[config.mk]
export PLATFORM = sky130hd
export DESIGN_NAME = cpu_bus_sequencer
export DESIGN_NICKNAME = d
export VERILOG_FILES = /design/src/rtl/cpu_bus_pkg.sv /design/src/rtl/cpu_bus_watchdog.sv /design/src/rtl/cpu_bus_sequencer.sv
export SDC_FILE = /design/constraint.sdc
export NUM_CORES = 1
export LEC_CHECK = 0
export CAP_MARGIN = 15
export CORE_AREA = 2 2 136 138
export CTS_BUF_LIST = sky130_fd_sc_hd__clkbuf_4 sky130_fd_sc_hd__clkbuf_8 sky130_fd_sc_hd__clkbuf_16
export DETAILED_ROUTE_END_ITERATION = 6
export DIE_AREA = 0 0 138 140
export PLACE_DENSITY = 0.73
export SKIP_CTS_REPAIR_TIMING = 1
export SYNTH_ARGS = -nofsm -noshare
export SYNTH_HDL_FRONTEND = slang
export SYNTH_SLANG_ARGS = --single-unit
[constraint.sdc]
create_clock -name CLK_114 -period 1.9 [get_ports CLK_114]
set_input_delay 0.57 -clock CLK_114 [delete_from_list [all_inputs] [get_ports CLK_114]]
set_output_delay 0.57 -clock CLK_114 [all_outputs]
set_load 0.005 [all_outputs]
[src/rtl/cpu_bus_pkg.sv]
// rtl/cpu_bus_pkg.sv - shared types and helpers for the 68k bus sequencer
package cpu_bus_pkg;

  typedef enum logic [2:0] {
    ST_IDLE,
    ST_ISSUE,
    ST_WAIT_ACK,
    ST_DONE,
    ST_ERR
  } bus_state_t;

  typedef enum logic {
    TGT_BRAM,
    TGT_SDRAM
  } bus_tgt_t;

  typedef enum logic {
    REQ_CPU,
    REQ_HOST
  } bus_req_t;

  // SDRAM stores the two 16-bit halves in the opposite order to the CPU
  function automatic logic [31:0] half_swap32(input logic [31:0] d);
    return {d[15:0], d[31:16]};
  endfunction

endpackage

[src/rtl/cpu_bus_watchdog.sv]
// rtl/cpu_bus_watchdog.sv - clear/enable acknowledge watchdog with terminal-count flag
module cpu_bus_watchdog #(
  parameter int TIMEOUT_CYC = 255
) (
  input  logic CLK_114,
  input  logic RESET_N,
  input  logic clr,
  input  logic en,
  output logic tc
);

  // tc fires one count early so the counter reads TIMEOUT_CYC-1 when the FSM sits in ERR
  localparam logic [15:0] TC_COUNT = 16'(TIMEOUT_CYC - 2);

  logic [15:0] count;

  always_ff @(posedge CLK_114 or negedge RESET_N) begin
    if (!RESET_N) begin
      count <= '0;
    end else if (clr) begin
      count <= '0;
    end else if (en) begin
      count <= count + 16'd1;
    end
  end

  assign tc = en && (count == TC_COUNT);

endmodule

[src/rtl/cpu_bus_sequencer.sv]
// rtl/cpu_bus_sequencer.sv - 68k bus cycle sequencer: arbitration, BRAM/SDRAM decode, strobes, DTACK/BERR
// Host port and round-robin arbitration are built only when CPU_BUS_HOST_EN is defined.
module cpu_bus_sequencer
  import cpu_bus_pkg::*;
#(
  parameter int BRAM_TOP_BIT = 19,
  parameter int TIMEOUT_CYC  = 255
) (
  input  logic        CLK_114,
  input  logic        RESET_N,
  input  logic        cpu_as_n,
  input  logic [31:0] cpu_addr,
  input  logic        cpu_rw_n,
  input  logic [3:0]  cpu_be,
  input  logic [31:0] cpu_wdata,
  output logic [31:0] cpu_rdata,
  output logic        cpu_dtack_n,
  output logic        cpu_berr_n,
  input  logic        host_req,
  input  logic [31:0] host_addr,
  input  logic        host_we,
  input  logic [3:0]  host_be,
  input  logic [31:0] host_wdata,
  output logic        host_ack,
  output logic        host_err,
  output logic [31:0] host_rdata,
  output logic [31:0] mem_addr,
  output logic [3:0]  mem_be,
  output logic [31:0] mem_wdata,
  output logic        bram_en_n,
  output logic        bram_rw_n,
  output logic        sdram_en_n,
  output logic        sdram_rw_n,
  input  logic        bram_dtack,
  input  logic        sdram_dtack,
  input  logic [31:0] bram_rdata,
  input  logic [31:0] sdram_rdata
);

  bus_state_t  state, state_nxt;
  bus_req_t    lat_req, win_req;
  bus_tgt_t    lat_tgt, win_tgt;
  logic        lat_we, err_q, wd_tc;
  logic        host_go, cpu_abort, sel_dtack, capture, grant;
  logic [31:0] win_addr, win_wdata, rd_word;
  logic [3:0]  win_be;
  logic        win_we;

`ifdef CPU_BUS_HOST_EN
  bus_req_t last_grant;

  // Mask the request while our own ack/err is visible: the host drops req only after seeing it
  assign host_go = host_req && !host_ack && !host_err && (cpu_as_n || last_grant == REQ_CPU);

  always_ff @(posedge CLK_114 or negedge RESET_N) begin
    if (!RESET_N) begin
      last_grant <= REQ_HOST;
    end else if (grant) begin
      last_grant <= win_req;
    end
  end
`else
  logic unused_host;
  assign unused_host = ^{host_req, host_addr, host_we, host_be, host_wdata};
  assign host_go     = 1'b0;
`endif

  assign win_req   = host_go ? REQ_HOST : REQ_CPU;
  assign win_addr  = host_go ? host_addr : cpu_addr;
  assign win_we    = host_go ? host_we : !cpu_rw_n;
  assign win_be    = host_go ? host_be : cpu_be;
  assign win_wdata = host_go ? host_wdata : cpu_wdata;
  assign win_tgt   = (win_addr[31:BRAM_TOP_BIT] == '0) ? TGT_BRAM : TGT_SDRAM;

  assign cpu_abort = (lat_req == REQ_CPU) && cpu_as_n;
  assign sel_dtack = (lat_tgt == TGT_SDRAM) ? sdram_dtack : bram_dtack;
  assign rd_word   = (lat_tgt == TGT_SDRAM) ? half_swap32(sdram_rdata) : bram_rdata;
  assign grant     = (state == ST_IDLE) && (state_nxt == ST_ISSUE);
  assign capture   = (state == ST_WAIT_ACK) && (state_nxt == ST_DONE) && !lat_we;

  cpu_bus_watchdog #(.TIMEOUT_CYC(TIMEOUT_CYC)) u_watchdog (
    .CLK_114 (CLK_114),
    .RESET_N (RESET_N),
    .clr     (state == ST_ISSUE),
    .en      (state == ST_WAIT_ACK),
    .tc      (wd_tc)
  );

  always_ff @(posedge CLK_114 or negedge RESET_N) begin
    if (!RESET_N) begin
      state <= ST_IDLE;
    end else begin
      state <= state_nxt;
    end
  end

  always_comb begin
    state_nxt = state;
    case (state)
      ST_IDLE:     if (!cpu_as_n || host_go) state_nxt = ST_ISSUE;
      ST_ISSUE:    state_nxt = cpu_abort ? ST_IDLE : ST_WAIT_ACK;
      ST_WAIT_ACK: begin
        if (cpu_abort)      state_nxt = ST_IDLE;
        else if (sel_dtack) state_nxt = ST_DONE;
        else if (wd_tc)     state_nxt = ST_ERR;
      end
      ST_ERR:      state_nxt = ST_DONE;
      ST_DONE:     if (lat_req == REQ_HOST || cpu_as_n) state_nxt = ST_IDLE;
      default:     state_nxt = ST_IDLE;
    endcase
  end

  always_ff @(posedge CLK_114 or negedge RESET_N) begin
    if (!RESET_N) begin
      lat_req     <= REQ_CPU;
      lat_tgt     <= TGT_BRAM;
      lat_we      <= 1'b0;
      err_q       <= 1'b0;
      mem_addr    <= '0;
      mem_be      <= '0;
      mem_wdata   <= '0;
      cpu_rdata   <= '0;
      cpu_dtack_n <= 1'b1;
      cpu_berr_n  <= 1'b1;
      bram_en_n   <= 1'b1;
      bram_rw_n   <= 1'b1;
      sdram_en_n  <= 1'b1;
      sdram_rw_n  <= 1'b1;
    end else begin
      if (grant) begin
        lat_req   <= win_req;
        lat_tgt   <= win_tgt;
        lat_we    <= win_we;
        mem_addr  <= win_addr;
        mem_be    <= (win_tgt == TGT_SDRAM) ? {win_be[1:0], win_be[3:2]} : win_be;
        mem_wdata <= (win_tgt == TGT_SDRAM) ? half_swap32(win_wdata) : win_wdata;
      end
      if (state == ST_ISSUE) begin
        err_q <= 1'b0;
      end else if (state_nxt == ST_ERR) begin
        err_q <= 1'b1;
      end
      // Strobes follow the next state so they drop the same edge the cycle ends or aborts
      bram_en_n  <= !(state_nxt == ST_WAIT_ACK && lat_tgt == TGT_BRAM);
      bram_rw_n  <= !(state_nxt == ST_WAIT_ACK && lat_tgt == TGT_BRAM && lat_we);
      sdram_en_n <= !(state_nxt == ST_WAIT_ACK && lat_tgt == TGT_SDRAM);
      sdram_rw_n <= !(state_nxt == ST_WAIT_ACK && lat_tgt == TGT_SDRAM && lat_we);
      if (capture && lat_req == REQ_CPU) begin
        cpu_rdata <= rd_word;
      end
      cpu_dtack_n <= !(lat_req == REQ_CPU && !cpu_as_n && state == ST_DONE && !err_q);
      cpu_berr_n  <= !(lat_req == REQ_CPU && !cpu_as_n &&
                       (state == ST_ERR || (state == ST_DONE && err_q)));
    end
  end

`ifdef CPU_BUS_HOST_EN
  always_ff @(posedge CLK_114 or negedge RESET_N) begin
    if (!RESET_N) begin
      host_ack   <= 1'b0;
      host_err   <= 1'b0;
      host_rdata <= '0;
    end else begin
      host_ack <= (state == ST_DONE) && (lat_req == REQ_HOST) && !err_q;
      host_err <= (state == ST_DONE) && (lat_req == REQ_HOST) && err_q;
      if (capture && lat_req == REQ_HOST) begin
        host_rdata <= rd_word;
      end
    end
  end
`else
  assign host_ack   = 1'b0;
  assign host_err   = 1'b0;
  assign host_rdata = '0;
`endif

endmodule

==> flow_summary.json, run 1 <==
{
  "boundaryPins": 348,
  "drtIter0Drc": 240,
  "leakagePower_uw": 0.00446,
  "relSlewSlack": 0.612,
  "worst_pin_slew_ns": 0.582,
  "synth_edf_count": 0,
  "startpoint_type": "flop",
  "worst_path_max_delay_cell": "clkdlybuf4s50_1",
  "dp.cells": 1053,
  "fin_crit_ns": 1.88,
  "track_usage": 0.161,
  "min_path_type": "in2reg",
  "post-route-util": 0.544,
  "netlist_area_um2": 6050,
  "avgViaCountPerCell": 4.79,
  "num-nets-final": 1067,
  "internal_power_uw": 7680,
  "regArea_um2": 3210,
  "setup_viol": 0,
  "gp_congestion": 0.780,
  "die_area_um2": 19300,
  "insertedDiodeCount": 0,
  "cts_tree": "yes",
  "critPathBufInv": 1,
  "io_buffers": 243,
  "critPathTopFamily": "buffers and inverters",
  "via_count": 5263,
  "die_width_um": 138,
  "wl_um": 17300,
  "critPathMaxFanout": 2,
  "fmax_mhz": 533,
  "synth.most_common_cell": "dfrtp_1",
  "cap_violations": 0,
  "cpPeakStageDelay_ns": 0.53,
  "synth_area_leader_cell": "dfrtp_1",
  "cts_max_level": 4,
  "cts_inserted_buffers": 17,
  "powerDensity_nw_per_um2": 1080,
  "synth.avg_cell_area_um2": 10.2,
  "drive_gt1_frac": 0.162,
  "core_um2": 17800,
  "wl_per_cell_um": 15.7,
  "grt-ovfl-total": 0,
  "path_cells": "clkdlybuf4s50_1",
  "post-route-period-util": 0.987,
  "multiInputGateArea_um2": 2530,
  "clkPwrFrac": 0.321,
  "ys_types": 49,
  "seq_area_frac_synth": 0.531,
  "swShare": 0.267,
  "holdWs_ns": 0.460,
  "remaining_drc_errors": 0,
  "ys_seq_elements": 128,
  "cts_root_buf": "clkbuf_16",
  "final_cells": 1099,
  "clock_latency_ns": 0.41,
  "setup_tns_ns": 0,
  "slew_violations": 0,
  "yosys-top-cells-area": "dfrtp_1, nand2_1, mux2i_1",
  "pwr-share-seq": 0.373,
  "p_sw_uw": 2800,
  "combPwrFrac": 0.306,
  "critPathArrivalTime_ns": 1.31,
  "crit_required_ns": 1.33,
  "critical_path_class": "reg2out",
  "die_h_um": 140,
  "grt_max_degree": 78,
  "start_util": 0.340,
  "clockBufferDepth": 2,
  "critPathCaptureType": "output port",
  "netlist_top_cells_count": "dfrtp_1, nand2_1, nor2_1, a31oi_1, buf_4",
  "antenna_found_initial": 1,
  "clock_skew_ns": 0.00532,
  "cts.sinks": 128,
  "status": "complete, no violations",
  "finalPower_uw": 10500,
  "grt_pass1_wl_um": 25100,
  "syn2layout_area_growth_pct": 60.1,
  "detail-route-antenna-nets": 0,
  "synth_top_flop_cell": "dfrtp_1",
  "nFillCells": 1545,
  "rows": 49,
  "drt_first_pass_iters": 4,
  "hpwl_um": 11500,
  "cts.clk_slew.worst_paths_ns": 0.06,
  "ys.warnings.count": 0,
  "synth_cells": 591,
  "finalHoldViolations": 0,
  "ys_async_sr_fraction": 1.00,
  "grt_pass1_vias": 4810,
  "irDropWorstVdd_uv": 594,
  "synth_top_area_frac": 0.505
}
==> registers in the layout, indices dropped and copies added, names as in the netlist <==
| name | flops |
|---|---|
| u_watchdog.count | 16 |
| mem_wdata | 32 |
| sdram_en_n | 1 |
| lat_we | 1 |
| cpu_berr_n | 1 |
| lat_tgt | 1 |
| cpu_rdata | 32 |
| err_q | 1 |
| bram_en_n | 1 |
| mem_be | 4 |
| state | 3 |
| sdram_rw_n | 1 |
| bram_rw_n | 1 |
| cpu_dtack_n | 1 |
| mem_addr | 32 |
==> power groups by stage <==
| stage | registers, µW | logic [µW] | clock network [µW] |
|---|---|---|---|
| floorplan | 4000 | 1040 | 0 |
| global placement | 3930 | 3170 | 0 |
| detailed placement | 3960 | 3220 | 0 |
| CTS | 3920 | 3240 | 3440 |
| global route | 4010 | 3460 | 3570 |
| finish | 3910 | 3210 | 3360 |
==> through the flow <==
step,cell area (µm²),setup slack (ns)
floorplan,6170,-0.0494
detailed placement,8740,-0.643
global placement,8740,-0.607
CTS,9350,-0.205
global route,9680,-0.00136
finish,9680,0.0242
==> metal layers <==
metal,GRT usage,vias up,share of wire
met1,0.204,2507,0.43
met3,0.0585,28,0.067
met2,0.255,204,0.48
met5,0,-,0.00064
li1,-,2522,-
met4,0.0542,2,0.022
==> cell families after synthesis <==
kind of cell	count (synthesis)	synth area share
adder cells (fa/ha/maj)	2	0.00414
other	1	0.000620
flip-flops	128	0.531
buffers and inverters	77	0.0780
AND/OR/NAND/NOR	209	0.153
AO/OA/AOI/OAI	107	0.115
multiplexers	67	0.118
==> final cells by class <==
type / instances / share of cell area
multi-input combinational: 419 / 0.261
clock buffer: 19 / 0.0468
sequential: 128 / 0.332
inverter: 5 / 0.00194
timing repair buffer: 286 / 0.312
tap: 229 / 0.0296
clock inverter: 13 / 0.0167
==> path summary, 6_finish.rpt <==
kind                       slack, ns  cells after the start            end           from
max                             0.02                      1  cpu_rdata[19]  cpu_rdata[19]
min                             0.46                      2   mem_addr[31]   cpu_addr[31]
max reg2reg                     0.04                      5   cpu_rdata[5]       state[0]
min reg2reg                     0.47                      2   cpu_rdata[8]   cpu_rdata[8]
max in group asynchronous       0.76                      3     cpu_berr_n        RESET_N
min in group asynchronous       0.50                      2   mem_addr[15]        RESET_N
==> cell usage in the layout, fill, tap and decap left out, types with 12 or more instances in the layout <==
| cell type | instances |
|---|---|
| o21ai_0 | 13 |
| dfrtp_1 | 121 |
| o21ai_1 | 12 |
| mux2_2 | 30 |
| clkbuf_16 | 24 |
| a31oi_1 | 41 |
| o21ai_2 | 18 |
| nand2_1 | 118 |
| dlymetal6s2s_1 | 24 |
| buf_4 | 25 |
| nor2_1 | 47 |
| conb_1 | 34 |
| mux2i_1 | 34 |
| clkdlybuf4s50_1 | 218 |
(Power assumes the default switching activity.)
==> run 2: changes to the inputs <==
CAP_MARGIN = 20   (was 15)
CORE_AREA = 2 2 135 137   (was 2 2 136 138)
DIE_AREA = 0 0 137 139   (was 0 0 138 140)
PLACE_DENSITY = 0.77   (was 0.73)
clock period = 1.6 ns   (was 1.9 ns; I/O delays follow)
==> flow_summary.json, run 2 (synthesized netlist as in run 1, its figures left out) <==
{
  "drt_first_pass_iters": 4,
  "final_cell_mix": "clkdlybuf4s50_1, dfrtp_1, dlymetal6s2s_1",
  "detail-route-antenna-nets": 0,
  "drive_gt1_frac": 0.300,
  "die_h_um": 139,
  "cts.clk_slew.worst_paths_ns": 0.06,
  "dp.cells": 1064,
  "status": "finished, violations left",
  "critPathCaptureType": "flop",
  "worstReg2RegStart": "state[0]",
  "cts_inserted_buffers": 17,
  "irDropWorstVdd_uv": 775,
  "avgViaCountPerCell": 4.97,
  "clockBufferDepth": 2,
  "layout_commonest_cell": "clkdlybuf4s50_1",
  "fin_crit_ns": 1.91,
  "startpoint": "state[0]",
  "clock_skew_ns": 0.00802,
  "remaining_drc_errors": 0,
  "num-nets-final": 1117,
  "die_width_um": 137,
  "relSlewSlack": 0.580,
  "critical_path_class": "reg2reg",
  "drtIter0Drc": 242,
  "setup_slack_ns": -0.309,
  "rsz0062_at_grt": "yes",
  "die_area_um2": 19000,
  "combPwrFrac": 0.369,
  "leakagePower_uw": 0.00590,
  "fmax_mhz": 524,
  "grt_pass1_wl_um": 25900,
  "crit_required_ns": 1.89,
  "worstHoldStart": "cpu_as_n",
  "post-route-period-util": 1.19,
  "cts_root_buf": "clkbuf_16",
  "grt-ovfl-total": 0,
  "antenna_found_initial": 1,
  "setup_viol": 96,
  "rows": 49,
  "clkPwrFrac": 0.282,
  "critPathMaxFanout": 8,
  "setup_tns_ns": -12.13,
  "violations": "setup timing",
  "cap_violations": 0,
  "critPathArrivalTime_ns": 2.20,
  "worst_pin_slew_ns": 0.630,
  "io_buffers": 243,
  "track_usage": 0.175,
  "pwr-share-seq": 0.350,
  "hpwl_um": 12500,
  "cts.sinks": 128,
  "via_count": 5711,
  "swShare": 0.297,
  "finalHoldViolations": 0,
  "cts_max_level": 4,
  "clock_latency_ns": 0.42,
  "gp_congestion": 0.807,
  "cts_tree": "yes",
  "startpoint_type": "flop",
  "wl_per_cell_um": 18.7,
  "p_sw_uw": 4090,
  "start_util": 0.343,
  "final_cells": 1150,
  "internal_power_uw": 9680,
  "boundaryPins": 348,
  "slew_violations": 0,
  "holdWs_ns": 0.413,
  "grt_max_degree": 65,
  "reg_top3": "cpu_rdata x32, mem_addr x32, mem_wdata x32",
  "core_um2": 17700,
  "grt_pass1_vias": 5125,
  "wl_um": 21500,
  "min_path_type": "in2reg",
  "syn2layout_area_growth_pct": 84.8,
  "powerDensity_nw_per_um2": 1230
}
run 2: cell count changes in the layout (fill, tap and decap cells not counted), moves of 23 or more:
cell,change
nand2_4,+24
nor2_1,-26
mux2_4,+32
nand2_1,-31
mux2_2,-30
dlymetal6s2s_1,+94
clkdlybuf4s50_1,-94
buf_4,+23
run 2: cell type report:
type,instances,area (µm²)
well taps,229,287
fillers,1336,6480
repair buffers,336,3910
flip-flops and latches,128,3210
diodes,1,2.50
multi-input cells,419,3150
inverters,5,18.8
clock buffers,18,433
clock inverters,14,158
run 2: metrics by stage:
step           total power, µW  area, µm²  utilization  worst slack (ns)
2_1_floorplan             6000       6220            -            -0.259
3_3_place_gp              8520       8840        0.501            -0.865
3_5_place_dp              8650       8840        0.501            -0.875
4_1_cts                  12500       9430        0.534            -0.432
5_1_grt                  14500      11200        0.633            -0.379
6_report                 13800      11200        0.633            -0.309
run 2: path summary, 6_finish.rpt:
check                                end  slack, ns  depth (start not counted)
min                             state[2]       0.41                          3
max reg2reg                cpu_rdata[26]      -0.31                          5
max in group asynchronous  mem_wdata[21]       0.54                          3
max                        cpu_rdata[26]      -0.31                          5
min in group asynchronous    mem_addr[3]       0.54                          2
min reg2reg                cpu_rdata[31]       0.50                          2
run 2: critical path, cell delays in order (launching register included):
cell and delay, ns:
dfrtp_1 0.38, or4b_4 0.52, or3_4 0.52, clkbuf_16 0.23
nand2_2 0.06, o21ai_1 0.07
run 2: power by group through the flow:
stage                     sequential, µW  clock [µW]  combinational (µW)
after detailed placement            4700           0                3950
after global placement              4660           0                3860
after global routing                4910        4110                5440
after CTS                           4650        3940                3960
final                               4810        3880                5080
after floorplan                     4750           0                1250
run 2: metal layers:
layer	GRT usage	up-vias	routed length [µm]	share of wire
li1	-	2614	-	-
met1	0.198	2817	8140	0.38
met2	0.301	236	10900	0.51
met3	0.0588	44	1840	0.086
met4	0.0695	0	586	0.027
met5	0	-	0	0
==> run 3: changes to the inputs <==
CAP_MARGIN = 30   (was 20)
SLEW_MARGIN = 20   (was default)
==> results of run 3 <==
No change in the layout: final DEF, timing and power equal those of run 2.
